<file path="src/rtl/ascii_number_parser_if.sv">
// Character stream in, parsed number and status out, for ascii_number_parser.
interface ascii_number_parser_if #(
    parameter int DATA_WIDTH = 32
);
    logic                  clear;
    logic [7:0]            rx_data;
    logic                  rx_valid;
    logic [DATA_WIDTH-1:0] value;
    logic                  value_valid;
    logic [3:0]            digit_count;
    logic                  error;
    logic                  overflow;
    logic                  busy;

    // Character source side (drives characters and clear)
    modport master (
        output clear, rx_data, rx_valid,
        input  value, value_valid, digit_count, error, overflow, busy
    );

    // Parser side
    modport slave (
        input  clear, rx_data, rx_valid,
        output value, value_valid, digit_count, error, overflow, busy
    );
endinterface

</file>
<file path="src/rtl/ascii_number_parser.sv">
// Streaming ASCII decimal parser: accumulates digits up to a terminator,
// optionally with a leading '-', rejecting illegal characters and overflow.
module ascii_number_parser #(
    parameter int DATA_WIDTH  = 32,
    parameter int MAX_DIGITS  = 10,
    parameter int ACCEPT_SIGN = 1
) (
    input logic                  clk,
    input logic                  reset,
    ascii_number_parser_if.slave bus
);
    // Four spare bits keep acc*10+9 exact for any acc up to the limit.
    localparam int AW = DATA_WIDTH + 4;
    localparam logic [AW-1:0] LIM_U = {4'b0, {DATA_WIDTH{1'b1}}};
    localparam logic [AW-1:0] LIM_P = {5'b0, {(DATA_WIDTH-1){1'b1}}};
    localparam logic [AW-1:0] LIM_N = {4'b0, 1'b1, {(DATA_WIDTH-1){1'b0}}};
    localparam logic [3:0]    MAXD  = 4'(MAX_DIGITS);

    typedef enum logic [1:0] {IDLE, SIGN, ACCUM, DISCARD} state_t;

    function automatic logic is_digit(input logic [7:0] c);
        return (c >= 8'h30) && (c <= 8'h39);
    endfunction

    function automatic logic is_term(input logic [7:0] c);
        return (c == 8'h0D) || (c == 8'h0A) || (c == 8'h20) || (c == 8'h2C);
    endfunction

    // Largest magnitude representable for the current sign.
    function automatic logic [AW-1:0] limit_for(input logic neg);
        if (ACCEPT_SIGN == 0) return LIM_U;
        return neg ? LIM_N : LIM_P;
    endfunction

    // Two's-complement negation of the magnitude, truncated to the result width.
    function automatic logic [DATA_WIDTH-1:0] apply_sign(input logic [DATA_WIDTH-1:0] mag,
                                                         input logic neg);
        return neg ? (~mag + 1'b1) : mag;
    endfunction

    state_t                state_q, state_d;
    logic [AW-1:0]         acc_q, acc_d;
    logic                  neg_q, neg_d;
    logic [3:0]            cnt_q, cnt_d;
    logic [DATA_WIDTH-1:0] value_q, value_d;
    logic                  vv_q, vv_d;
    logic                  err_q, err_d;
    logic                  ovf_q, ovf_d;

    logic                  c_digit, c_term, c_minus;
    logic [3:0]            digit_val;
    logic [AW-1:0]         acc_x10;

    assign c_digit   = is_digit(bus.rx_data);
    assign c_term    = is_term(bus.rx_data);
    assign c_minus   = (bus.rx_data == 8'h2D) && (ACCEPT_SIGN != 0);
    // Low nibble of '0'..'9' is the digit value itself.
    assign digit_val = bus.rx_data[3:0];
    assign acc_x10   = (acc_q << 3) + (acc_q << 1) + {{(AW-4){1'b0}}, digit_val};

    // Next-state and output decode for one consumed character
    always_comb begin
        state_d = state_q;
        acc_d   = acc_q;
        neg_d   = neg_q;
        cnt_d   = cnt_q;
        value_d = value_q;
        ovf_d   = ovf_q;
        vv_d    = 1'b0;
        err_d   = 1'b0;
        if (bus.clear) begin
            state_d = IDLE;
            acc_d   = '0;
            neg_d   = 1'b0;
            cnt_d   = '0;
            ovf_d   = 1'b0;
        end else if (bus.rx_valid) begin
            case (state_q)
                IDLE: begin
                    if (c_term) begin
                        state_d = IDLE;
                    end else if (c_minus) begin
                        neg_d   = 1'b1;
                        acc_d   = '0;
                        cnt_d   = '0;
                        state_d = SIGN;
                    end else if (c_digit) begin
                        acc_d   = {{(AW-4){1'b0}}, digit_val};
                        cnt_d   = 4'd1;
                        neg_d   = 1'b0;
                        ovf_d   = 1'b0;
                        state_d = ACCUM;
                    end else begin
                        err_d   = 1'b1;
                        state_d = DISCARD;
                    end
                end
                SIGN: begin
                    if (c_digit) begin
                        acc_d   = {{(AW-4){1'b0}}, digit_val};
                        cnt_d   = 4'd1;
                        state_d = ACCUM;
                    end else if (c_term) begin
                        err_d   = 1'b1;
                        state_d = IDLE;
                    end else begin
                        err_d   = 1'b1;
                        state_d = DISCARD;
                    end
                end
                ACCUM: begin
                    if (c_digit) begin
                        if ((cnt_q == MAXD) || (acc_x10 > limit_for(neg_q))) begin
                            ovf_d   = 1'b1;
                            err_d   = 1'b1;
                            state_d = DISCARD;
                        end else begin
                            acc_d = acc_x10;
                            cnt_d = cnt_q + 4'd1;
                        end
                    end else if (c_term) begin
                        value_d = apply_sign(acc_q[DATA_WIDTH-1:0], neg_q);
                        vv_d    = 1'b1;
                        state_d = IDLE;
                    end else begin
                        err_d   = 1'b1;
                        state_d = DISCARD;
                    end
                end
                DISCARD: begin
                    if (c_term) state_d = IDLE;
                end
                default: state_d = IDLE;
            endcase
        end
    end

    // State and output registers, cleared asynchronously
    always_ff @(posedge clk or negedge reset) begin
        if (!reset) begin
            state_q <= IDLE;
            acc_q   <= '0;
            neg_q   <= 1'b0;
            cnt_q   <= '0;
            value_q <= '0;
            vv_q    <= 1'b0;
            err_q   <= 1'b0;
            ovf_q   <= 1'b0;
        end else begin
            state_q <= state_d;
            acc_q   <= acc_d;
            neg_q   <= neg_d;
            cnt_q   <= cnt_d;
            value_q <= value_d;
            vv_q    <= vv_d;
            err_q   <= err_d;
            ovf_q   <= ovf_d;
        end
    end

    assign bus.value       = value_q;
    assign bus.value_valid = vv_q;
    assign bus.digit_count = cnt_q;
    assign bus.error       = err_q;
    assign bus.overflow    = ovf_q;
    assign bus.busy        = (state_q != IDLE);
endmodule

</file>
<file path="src/flat_wrapper.sv">
// flat-port wrapper written by rule: the top's interface ports become plain ports
module ascii_number_parser_flat 
#(
    parameter int DATA_WIDTH  = 32,
    parameter int MAX_DIGITS  = 10,
    parameter int ACCEPT_SIGN = 1
)
  (clk, reset, bus_clear, bus_rx_data, bus_rx_valid, bus_value, bus_value_valid, bus_digit_count, bus_error, bus_overflow, bus_busy);
  ascii_number_parser_if #(.DATA_WIDTH(DATA_WIDTH)) bus_i ();
  input logic clk;
  input logic reset;
  input wire logic [$bits(bus_i.clear)-1:0] bus_clear;
  input wire logic [$bits(bus_i.rx_data)-1:0] bus_rx_data;
  input wire logic [$bits(bus_i.rx_valid)-1:0] bus_rx_valid;
  output wire logic [$bits(bus_i.value)-1:0] bus_value;
  output wire logic [$bits(bus_i.value_valid)-1:0] bus_value_valid;
  output wire logic [$bits(bus_i.digit_count)-1:0] bus_digit_count;
  output wire logic [$bits(bus_i.error)-1:0] bus_error;
  output wire logic [$bits(bus_i.overflow)-1:0] bus_overflow;
  output wire logic [$bits(bus_i.busy)-1:0] bus_busy;
  assign bus_i.clear = bus_clear;
  assign bus_i.rx_data = bus_rx_data;
  assign bus_i.rx_valid = bus_rx_valid;
  assign bus_value = bus_i.value;
  assign bus_value_valid = bus_i.value_valid;
  assign bus_digit_count = bus_i.digit_count;
  assign bus_error = bus_i.error;
  assign bus_overflow = bus_i.overflow;
  assign bus_busy = bus_i.busy;
  ascii_number_parser #(.DATA_WIDTH(DATA_WIDTH), .MAX_DIGITS(MAX_DIGITS), .ACCEPT_SIGN(ACCEPT_SIGN)) u_core (.clk(clk), .reset(reset), .bus(bus_i));
endmodule
</file>
<file path="config.mk">
export PLATFORM = sky130hd
export DESIGN_NAME = ascii_number_parser_flat
export DESIGN_NICKNAME = d
export VERILOG_FILES = /design/src/rtl/ascii_number_parser_if.sv /design/src/rtl/ascii_number_parser.sv /design/src/flat_wrapper.sv
export SDC_FILE = /design/constraint.sdc
export NUM_CORES = 1
export LEC_CHECK = 0
export BUFFER_PORTS_ARGS = -buffer_cell sky130_fd_sc_hd__buf_2
export CAP_MARGIN = 20
export CORE_MARGIN = 10
export CORE_UTILIZATION = 29
export CTS_CLUSTER_DIAMETER = 200
export DETAILED_ROUTE_END_ITERATION = 12
export PLACE_DENSITY = 0.46
export SLEW_MARGIN = 20
export SYNTH_ARGS = -nofsm -noshare
export SYNTH_HDL_FRONTEND = slang
export SYNTH_SLANG_ARGS = --single-unit
</file>
<file path="constraint.sdc">
create_clock -name clk -period 10.7 [get_ports clk]
set_clock_uncertainty 0.2 [all_clocks]
set_input_delay 1.605 -clock clk [delete_from_list [all_inputs] [get_ports clk]]
set_output_delay 1.605 -clock clk [all_outputs]
set_load 0.01 [all_outputs]
</file>
==> impl_metrics.env, run 1 <==
export IMPL_rsz0062_at_grt="no"
export IMPL_max_slew_margin_pct=32.1
export IMPL_syn_num_nets=1083
export IMPL_grt_pass1_vias=7310
export IMPL_final_util_pct=33.0
export IMPL_synth_cells=963
export IMPL_final_setup_tns_ns=0
export IMPL_dp_cells=1309
export IMPL_critPathMaxFanout=31
export IMPL_drive_gt1_share_pct=9.80
export IMPL_worst_setup_path_type="input pin to register"
export IMPL_die_y_um=184
export IMPL_hpwl_mm=18.9
export IMPL_firstDrtPassIters=5
export IMPL_multi_input_area_um2=5610
export IMPL_fin_nets=1105
export IMPL_drt_iter0_drc=584
export IMPL_grt_overflow_total=0
export IMPL_synth_area_top_cells="dfrtp_1, ha_1, o21ai_0"
export IMPL_ys_flop_type="dfrtp_1"
export IMPL_ys_warn_count=0
export IMPL_netlist_area_um2=7800
export IMPL_ff_latch_area_um2=1930
export IMPL_cts_buffers_inserted=9
export IMPL_period_needed_ns=7.58
export IMPL_worstPathCellList="buf_2, fa_1, ha_1, a211o_1, a211o_1, a2111oi_4, o311ai_0, xor2_1, ha_1, nand4_1, or4_1, or4_1, o211ai_1, or4b_1, nor2_4, o22ai_1"
export IMPL_postCtsSetupRepairBufs=0
export IMPL_setup_viol=0
export IMPL_grt_max_degree=66
export IMPL_min_period_over_period_pct=70.8
export IMPL_cts_max_path_buffers=2
export IMPL_synth_edf_count=0
export IMPL_ant_nets=0
export IMPL_grt_pass1_wl_mm=41.9
export IMPL_synth_top_area_share_pct=24.7
export IMPL_setup_worst_path_start_class="input pin"
export IMPL_status="complete, no violations"
export IMPL_antenna_found_initial=0
export IMPL_power_density_nw_per_um2=228
export IMPL_cp_arrival_ns=7.56
export IMPL_required_ns=10.68
export IMPL_synth_seq_cells=77
export IMPL_cpPeakStageDelay_ns=0.82
export IMPL_yosys_area_top_type="dfrtp_1"
export IMPL_rows=59
export IMPL_min_path_type="register to register"
export IMPL_power_mw=1.98
export IMPL_dieArea_um2=33900
export IMPL_cts_resized_gates=0
export IMPL_core_um2=26300
export IMPL_critPathSlowestCell="nor2_4"
export IMPL_cap_violations=0
export IMPL_fill_cells=2803
export IMPL_cts_hold_buf=0
export IMPL_worst_pin_slew_ns=1.02
export IMPL_syn_area_per_cell_um2=8.10
export IMPL_vdd_ir_drop_max_v=0.0000836
export IMPL_hold_violations=0
export IMPL_post_drt_wl_per_cell_um=19.7
export IMPL_htree_levels=3
export IMPL_path_clk_slew_ns=0.06
export IMPL_clock_latency_ns=0.36
export IMPL_io_pins=52
export IMPL_seq_area_frac_synth_pct=24.7
export IMPL_whs_ns=0.269
export IMPL_routabilityCongestion=0.928
export IMPL_drv_slew=0
export IMPL_die_x_um=184
export IMPL_portBuffers=51
export IMPL_diodes=0
export IMPL_max_freq_ghz=0.132
export IMPL_vias=7516
export IMPL_grt_usage_pct=15.4
export IMPL_routed_wl_mm=26.1
export IMPL_instances_no_fill=1325
export IMPL_area_growth_pct=11.3
export IMPL_yosysUniqueCellTypes=69
export IMPL_mostFrequentLayoutCells="nand2_1, ha_1, o21ai_0"
export IMPL_cellLeakagePower_nw=3.99
export IMPL_rrSetupSlack_ns=3.99
export IMPL_cts_sinks=77
export IMPL_vias_per_cell=5.67
export IMPL_async_reset_ff_share_pct=100
export IMPL_drc=0
export IMPL_start_util_pct=29.7
export IMPL_cp_end_kind="register"
export IMPL_clk_root_buffer_cell="clkbuf_16"
export IMPL_cts_tree="yes"
per-stage QoR:
step | setup WS (ns) | area, µm²
2_1_floorplan | 3.82 | 7800
3_3_place_gp | 2.81 | 8370
3_5_place_dp | 2.79 | 8370
4_1_cts | 3.12 | 8680
5_1_grt | 2.86 | 8680
6_report | 3.12 | 8680
logic make-up after synthesis:
family,Yosys count,share of synthesized area (%)
adders and majority gates,108,17.5
muxes,10,1.35
AOI/OAI and AO/OA,333,27.5
buffers and inverters,76,3.75
DFF,77,24.7
xor gates and xnor gates,61,6.85
and+or+nand+nor,298,18.3
state kept, by name, indices dropped and copies added (netlist names):
| register | flops |
|---|---|
| u_core.bus.value | 32 |
| u_core.bus.digit_count | 4 |
| u_core.neg_q | 1 |
| u_core.bus.value_valid | 1 |
| u_core.acc_q | 35 |
| u_core.state_q | 2 |
| u_core.bus.overflow | 1 |
| u_core.bus.error | 1 |
routing by layer:
layer	GRT usage, %	vias to the layer above	routed length [µm]
li1	-	3685	-
met1	21.7	3602	12900
met2	24.1	208	11600
met3	2.67	21	1390
met4	3.28	0	278
met5	0	-	0
path summary, 6_finish.rpt:
path | startpoint | end | cells after the start
worst max-delay path | bus_rx_data[3] | u_core.acc_q[11] | 16
worst min-delay path | u_core.bus.value[7] | u_core.bus.value[7] | 2
worst max register to register | u_core.acc_q[2] | u_core.acc_q[11] | 15
worst min register to register | u_core.bus.value[7] | u_core.bus.value[7] | 2
max in group asynchronous | reset | u_core.neg_q | 2
min in group asynchronous | reset | u_core.bus.value[26] | 1
report_power, final:
part           switching, mW  total [mW]  internal, mW  leakage (nW)
sequential             0.105       0.445         0.340          1.05
combinational          0.780        1.20         0.419          2.80
clock                  0.143       0.332         0.189         0.145
area by class of cell:
type | count | share of cell area (%)
Inverter | 28 | 1.21
Clock buffer | 10 | 2.75
Multi-Input combinational cell | 810 | 64.6
Sequential cell | 77 | 22.2
Clock inverter | 6 | 0.778
Tap cell | 335 | 4.83
Timing Repair Buffer | 59 | 3.66
worst max-delay path: cells and delay by family:
kind | cells | cell delay [ns]
buffers and inverters | 1 | 0.15
XOR/XNOR | 1 | 0.21
AND/OR/NAND/NOR | 5 | 2.65
adder cells (fa/ha/maj) | 3 | 1.20
AO/OA/AOI/OAI | 6 | 1.70
synth_stat cells, drive strengths merged (4+ instances only):
| cell type | count |
|---|---|
| a2111oi | 5 |
| a211o | 5 |
| a211oi | 8 |
| a21o | 11 |
| a21oi | 68 |
| a221o | 4 |
| a221oi | 21 |
| a31oi | 16 |
| and2 | 10 |
| buf | 7 |
| clkbuf | 41 |
| dfrtp | 77 |
| ha | 106 |
| inv | 26 |
| mux2 | 4 |
| mux2i | 6 |
| nand2 | 106 |
| nand2b | 9 |
| nand3 | 25 |
| nand4 | 19 |
| nor2 | 68 |
| nor3 | 19 |
| nor4 | 7 |
| o211ai | 10 |
| o21a | 5 |
| o21ai | 103 |
| o21bai | 4 |
| o22ai | 27 |
| o311ai | 4 |
| o31ai | 18 |
| o41ai | 5 |
| or2 | 4 |
| or3 | 5 |
| or4 | 7 |
| xnor2 | 22 |
| xor2 | 39 |
Note: power is estimated with default switching activity, not from simulation.
==> run 2: changes to the inputs <==
--- a/config.mk
+++ b/config.mk
@@ -5,13 +5,14 @@
 export SDC_FILE = /design/constraint.sdc
 export NUM_CORES = 1
 export LEC_CHECK = 0
+export ABC_AREA = 1
 export BUFFER_PORTS_ARGS = -buffer_cell sky130_fd_sc_hd__buf_2
 export CAP_MARGIN = 20
 export CORE_MARGIN = 10
 export CORE_UTILIZATION = 29
 export CTS_CLUSTER_DIAMETER = 200
 export DETAILED_ROUTE_END_ITERATION = 12
-export PLACE_DENSITY = 0.46
+export PLACE_DENSITY = 0.48
 export SLEW_MARGIN = 20
 export SYNTH_ARGS = -nofsm -noshare
 export SYNTH_HDL_FRONTEND = slang
==> constraint.sdc (replaced) <==
create_clock -name clk -period 6.95 [get_ports clk]
set_clock_uncertainty 0.2 [all_clocks]
set_input_delay 1.0425 -clock clk [delete_from_list [all_inputs] [get_ports clk]]
set_output_delay 1.0425 -clock clk [all_outputs]
set_load 0.01 [all_outputs]
==> run 2 against run 1 <==
Effect of this change: combinational power rose by 59%; total power up 64%; cell area is 7.7% higher; area after synthesis increased by 7.3%; via count grew 12%; critical path type unchanged.
==> impl_metrics.env, run 2 <==
export IMPL_status="complete, no violations"
export IMPL_power_mw=3.24
export IMPL_cap_violations=0
export IMPL_rows=62
export IMPL_grt_pass1_wl_mm=43.4
export IMPL_antenna_found_initial=0
export IMPL_synth_top_family_by_area="simple AND/OR/NAND/NOR gates"
export IMPL_clk_root_buffer_cell="clkbuf_16"
export IMPL_routabilityCongestion=0.909
export IMPL_synth_xor_area_share_pct=5.02
export IMPL_final_setup_tns_ns=0
export IMPL_synthAdderAreaFrac_pct=16.3
export IMPL_mostFrequentLayoutCells="nand2_1, inv_1, ha_1"
export IMPL_async_reset_ff_share_pct=100
export IMPL_synth_edf_count=0
export IMPL_design_area_um2=9350
export IMPL_diodes=0
export IMPL_rsz0062_at_grt="no"
export IMPL_drive_gt1_share_pct=7.53
export IMPL_synth_compound_area_share_pct=15.2
export IMPL_critPathMaxFanout=39
export IMPL_final_common_cell="nand2_1"
export IMPL_yosys_area_share_simple_pct=32.7
export IMPL_placed_area_um2=8980
export IMPL_period_needed_ns=5.70
export IMPL_drv_slew=0
export IMPL_synth_area_top_cells="dfrtp_1, nand2_1, ha_1"
export IMPL_netlist_area_um2=8380
export IMPL_ys_warn_count=0
export IMPL_hold_violations=0
export IMPL_path_clk_slew_ns=0.06
export IMPL_hpwl_mm=20.9
export IMPL_synth_commonest_cells="nand2_1, inv_1, ha_1"
export IMPL_cellLeakagePower_nw=5.01
export IMPL_syn_num_nets=1405
export IMPL_dp_cells=1683
export IMPL_seq_area_frac_synth_pct=23.0
export IMPL_largest_register_ffs=35
export IMPL_grt_overflow_total=0
export IMPL_cts_resized_gates=0
export IMPL_max_slew_margin_pct=35.7
export IMPL_synth_top_area_share_pct=23.0
export IMPL_min_path_type="register to register"
export IMPL_cp_arrival_ns=5.73
export IMPL_worst_setup_path_type="input pin to register"
export IMPL_wl_met3_mm=1.31
export IMPL_required_ns=6.98
export IMPL_cts_max_path_buffers=2
export IMPL_vdd_ir_drop_max_v=0.000123
export IMPL_io_pins=52
export IMPL_area_growth_pct=11.6
export IMPL_route_met2_wl_mm=11.7
export IMPL_power_density_nw_per_um2=346
export IMPL_core_um2=28600
export IMPL_fin_nets=1430
export IMPL_cts_hold_buf=0
export IMPL_cts_tree="yes"
export IMPL_min_period_over_period_pct=82.1
export IMPL_start_util_pct=29.3
export IMPL_yosys_area_top_type="dfrtp_1"
export IMPL_htree_levels=3
export IMPL_ant_nets=0
export IMPL_routed_wl_mm=26.8
export IMPL_regMostFlops="u_core.acc_q"
export IMPL_synth_seq_cells=77
export IMPL_hp_start="u_core.bus.value[25]"
export IMPL_die_y_um=190
export IMPL_postCtsSetupRepairBufs=0
export IMPL_cts_buffers_inserted=9
export IMPL_cp_num_buf_inv=2
export IMPL_topRoutingLayerUsed="met4"
export IMPL_wl_met1_mm=13.3
export IMPL_drc=0
export IMPL_instances_no_fill=1699
export IMPL_critPathSlowestCell="nor4b_1"
export IMPL_cpPeakStageDelay_ns=0.62
export IMPL_synth_cells=1285
export IMPL_r2r_start="u_core.acc_q[0]"
export IMPL_post_drt_wl_per_cell_um=15.8
export IMPL_cp_top_family="simple AND/OR/NAND/NOR gates"
export IMPL_vias_per_cell=4.96
export IMPL_worst_pin_slew_ns=0.961
export IMPL_yosysUniqueCellTypes=45
export IMPL_syn_area_per_cell_um2=6.52
export IMPL_grt_max_degree=57
export IMPL_grt_pass1_vias=8015
export IMPL_ys_flop_type="dfrtp_1"
export IMPL_setup_worst_path_start_class="input pin"
export IMPL_setup_viol=0
export IMPL_cts_sinks=77
export IMPL_firstDrtPassIters=5
export IMPL_crit_path_start="bus_rx_data[3]"
export IMPL_cpMostUsedCell="nand2_1"
export IMPL_die_x_um=190
export IMPL_cp_end_kind="register"
export IMPL_drt_iter0_drc=514
export IMPL_synth_most_common_cell="nand2_1"
export IMPL_vias=8434
export IMPL_dieArea_um2=36100
export IMPL_max_freq_ghz=0.175
export IMPL_synthMuxAreaShare_pct=0
export IMPL_clock_latency_ns=0.34
export IMPL_portBuffers=51
export IMPL_grt_usage_pct=14.7
==> run 2: cell types whose count changed in the layout (fill, tap and decap cells not counted), sizes merged, moves of 12 or more <==
| cell | before | now |
|---|---|---|
| xnor2 | 22 | 10 |
| a31oi | 16 | 38 |
| nor2 | 68 | 105 |
| a221oi | 21 | 0 |
| o21ai | 103 | 66 |
| nand3 | 25 | 88 |
| o31ai | 18 | 2 |
| nand2 | 106 | 413 |
| a21oi | 68 | 97 |
| inv | 28 | 120 |
| o22ai | 27 | 1 |
==> run 2: layer usage <==
| metal | vias to the layer above | track usage, % |
|---|---|---|
| met5 | - | 0 |
| met4 | 0 | 4.06 |
| met3 | 24 | 1.50 |
| met2 | 193 | 23.2 |
| met1 | 3896 | 20.8 |
| li1 | 4321 | - |
==> run 2: layout make-up <==
class	count	area, µm²
flip-flops and latches	77	1930
clock inverters	7	146
repair buffers	59	318
inverters	120	450
fillers	3124	19300
clock buffers	9	225
well taps	384	480
multi-input cells	1043	5800
==> run 2: final timing paths <==
path	endpoint	depth (start not counted)	slack [ns]
setup / recovery	u_core.acc_q[12]	26	1.25
min in group asynchronous	u_core.bus.value[27]	1	0.39
setup reg to reg	u_core.acc_q[12]	25	1.60
hold reg to reg	u_core.bus.value[25]	2	0.27
max in group asynchronous	u_core.neg_q	2	5.12
hold / removal	u_core.bus.value[25]	2	0.27
==> run 2: worst register-to-register path, stage by stage (launching register included) <==
cell	delay (ns)
dfrtp_1	0.48
fa_1	0.55
fa_1	0.48
nand2_1	0.08
nand2_1	0.09
nand3_1	0.10
nand2_1	0.11
nand2_1	0.10
nand2_2	0.09
nand2_1	0.07
nand3_1	0.09
nand3_1	0.10
nand3_1	0.10
nand2_1	0.11
inv_1	0.05
ha_1	0.27
nand2_1	0.06
nor2_1	0.25
nor4b_1	0.62
nand2_1	0.10
nand2_1	0.11
nand3_1	0.11
o21ai_2	0.16
nand2_2	0.48
nand2_1	0.21
nand2_1	0.07
==> run 2: metrics by stage <==
| stage | util [%] | worst slack [ns] | hold slack [ns] |
|---|---|---|---|
| CTS | 32.7 | 1.31 | 0.284 |
| detailed placement | 31.4 | 0.954 | 0.268 |
| finish | 32.7 | 1.25 | 0.275 |
| global placement | 31.4 | 0.940 | 0.262 |
| floorplan | - | 2.33 | 0.289 |
| global route | 32.7 | 0.928 | 0.303 |
==> run 2: power by group <==
part / leakage (nW) / switching, mW / internal (mW)
sequential: 1.04 / 0.203 / 0.534
clock: 0.180 / 0.199 / 0.390
combinational: 3.79 / 1.26 / 0.652
==> run 2: cells by family (layout without fill, tap and decap cells) <==
logic type,after synthesis,in the layout
compound gates,229,229
xor+xnor,48,48
fa+ha+maj,108,108
buf+inv,165,195
flops,77,77
simple gates,658,658
==> run 3: changes to the inputs <==
==> constraint.sdc (replaced) <==
create_clock -name clk -period 4.97 [get_ports clk]
set_clock_uncertainty 0.2 [all_clocks]
set_input_delay 0.7455 -clock clk [delete_from_list [all_inputs] [get_ports clk]]
set_output_delay 0.7455 -clock clk [all_outputs]
set_load 0.01 [all_outputs]
==> run 3 against run 2 <==
Effect of this change: hold slack got worse by 0.049 ns; combinational power grew 51%; utilization increased by 0.85 points; die area is the same; critical path type unchanged; largest cell class unchanged.
==> impl_metrics.env, run 3 (synthesis gave the netlist of run 2 again) <==
export IMPL_cap_violations=0
export IMPL_io_pins=52
export IMPL_clock_latency_ns=0.34
export IMPL_setup_slack_ns=0.418
export IMPL_rrSetupSlack_ns=0.43
export IMPL_cpPeakStageDelay_ns=0.42
export IMPL_grt_met2_usage_pct=23.9
export IMPL_min_path_type="input pin to async pin"
export IMPL_core_um2=28600
export IMPL_max_freq_ghz=0.220
export IMPL_drv_slew=0
export IMPL_drt_iter0_drc=534
export IMPL_worst_pin_slew_ns=0.895
export IMPL_dieArea_um2=36100
export IMPL_diodes=0
export IMPL_max_slew_margin_pct=40.3
export IMPL_cts_buffers_inserted=9
export IMPL_final_common_cell="nand2_1"
export IMPL_setup_viol=0
export IMPL_grt_use_met3_pct=1.06
export IMPL_post_drt_wl_per_cell_um=15.8
export IMPL_worst_setup_path_type="input pin to register"
export IMPL_power_density_nw_per_um2=467
export IMPL_rsz0062_at_grt="no"
export IMPL_largest_register_ffs=35
export IMPL_firstDrtPassIters=5
export IMPL_routed_wl_mm=27.5
export IMPL_cts_max_path_buffers=2
export IMPL_preCtsSetupSlack_ns=0.0774
export IMPL_antenna_found_initial=0
export IMPL_routabilityCongestion=0.903
export IMPL_grt_pass1_vias=8219
export IMPL_use_met1_pct=21.6
export IMPL_crit_path_start="bus_rx_data[3]"
export IMPL_regMostFlops="u_core.acc_q"
export IMPL_cp_end_kind="register"
export IMPL_drive_gt1_share_pct=10.6
export IMPL_cp_arrival_ns=4.58
export IMPL_grt_overflow_total=0
export IMPL_cpMostUsedCell="nand2_1"
export IMPL_cts_hold_buf=0
export IMPL_hpwl_mm=21.7
export IMPL_cellLeakagePower_nw=5.16
export IMPL_required_ns=4.99
export IMPL_critPathSlowestCell="fa_1"
export IMPL_power_mw=4.48
export IMPL_drc=0
export IMPL_cts_tree="yes"
export IMPL_rows=62
export IMPL_portBuffers=51
export IMPL_grt_pass1_wl_mm=44.6
export IMPL_start_util_pct=29.3
export IMPL_area_growth_pct=14.5
export IMPL_vdd_ir_drop_max_v=0.000198
export IMPL_r2r_start="u_core.acc_q[8]"
export IMPL_clk_root_buffer_cell="clkbuf_16"
export IMPL_fin_nets=1470
export IMPL_die_x_um=190
export IMPL_cts_sinks=77
export IMPL_htree_levels=3
export IMPL_postCtsSetupRepairBufs=0
export IMPL_busiest_layer="met2"
export IMPL_vias_per_cell=4.91
export IMPL_die_y_um=190
export IMPL_vias=8542
export IMPL_min_period_over_period_pct=91.6
export IMPL_grt_max_degree=57
export IMPL_ant_nets=0
export IMPL_status="complete, no violations"
export IMPL_critPathMaxFanout=39
export IMPL_cp_top_family="simple AND/OR/NAND/NOR gates"
export IMPL_worst_r2r_cell_count=27
export IMPL_hold_violations=0
export IMPL_setup_worst_path_start_class="input pin"
export IMPL_period_needed_ns=4.55
export IMPL_cts_resized_gates=0
export IMPL_mostFrequentLayoutCells="nand2_1, inv_1, ha_1"
export IMPL_r2r_end="u_core.bus.digit_count[2]"
export IMPL_path_clk_slew_ns=0.06
export IMPL_final_setup_tns_ns=0
export IMPL_grt_usage_pct=15.2
export IMPL_cp_num_buf_inv=3
run 3: changes by cell type in the layout (fill, tap and decap cells not counted), sizes merged:
cell,change
clkinvlp,+3
clkbuf,+2
buf,+40
bufinv,-4
inv,-1
run 3: routing by layer:
metal | up-vias | share of wire, %
met5 | - | 0
met4 | 0 | 2.2
met3 | 26 | 5.2
met2 | 226 | 43
met1 | 3893 | 49
li1 | 4397 | -
run 3: worst max path at each step:
| stage | endpoint | slack, ns | depth (start not counted) |
|---|---|---|---|
| 3_3_place_gp | u_core.bus.digit_count[2] | 0.06 | 26 |
| 4_1_cts | u_core.acc_q[12] | 0.17 | 20 |
| 3_5_place_dp | u_core.acc_q[12] | 0.08 | 24 |
| 6_report | u_core.bus.digit_count[2] | 0.42 | 30 |
| 2_1_floorplan | u_core.acc_q[8] | 0.65 | 28 |
| 5_1_grt | u_core.acc_q[8] | 0.04 | 28 |
run 3: worst register-to-register path: cells and delay by family, from the launching register on:
| kind | cells | cell delay [ns] |
|---|---|---|
| buf+inv | 3 | 0.39 |
| simple gates | 17 | 1.67 |
| flops | 1 | 0.57 |
| fa+ha+maj | 3 | 0.97 |
| compound gates | 4 | 0.64 |
run 3: cell type report:
cell class / instances / area, µm²
Tap cell: 384 / 480
Sequential cell: 77 / 1930
Multi-Input combinational cell: 1043 / 5810
Clock inverter: 5 / 36.3
Fill cell: 3158 / 19000
Timing Repair Buffer: 99 / 638
Clock buffer: 11 / 243
Inverter: 120 / 450
run 3: per-stage QoR:
| step | utilization, % | instance area, µm² | hold WS [ns] | instances |
|---|---|---|---|---|
| 2_1_floorplan | - | 8380 | 0.250 | 1285 |
| 3_3_place_gp | 32.5 | 9290 | 0.264 | 1723 |
| 3_5_place_dp | 32.5 | 9290 | 0.261 | 1723 |
| 4_1_cts | 33.4 | 9570 | 0.250 | 1739 |
| 5_1_grt | 33.5 | 9590 | 0.279 | 1739 |
| 6_report | 33.5 | 9590 | 0.225 | 1739 |
run 3: power by group:
group	internal [mW]	switching [mW]	total [mW]	leakage [nW]
logic	1.04	1.85	2.89	4.00
registers	0.750	0.222	0.973	1.04
clock network	0.352	0.268	0.620	0.128
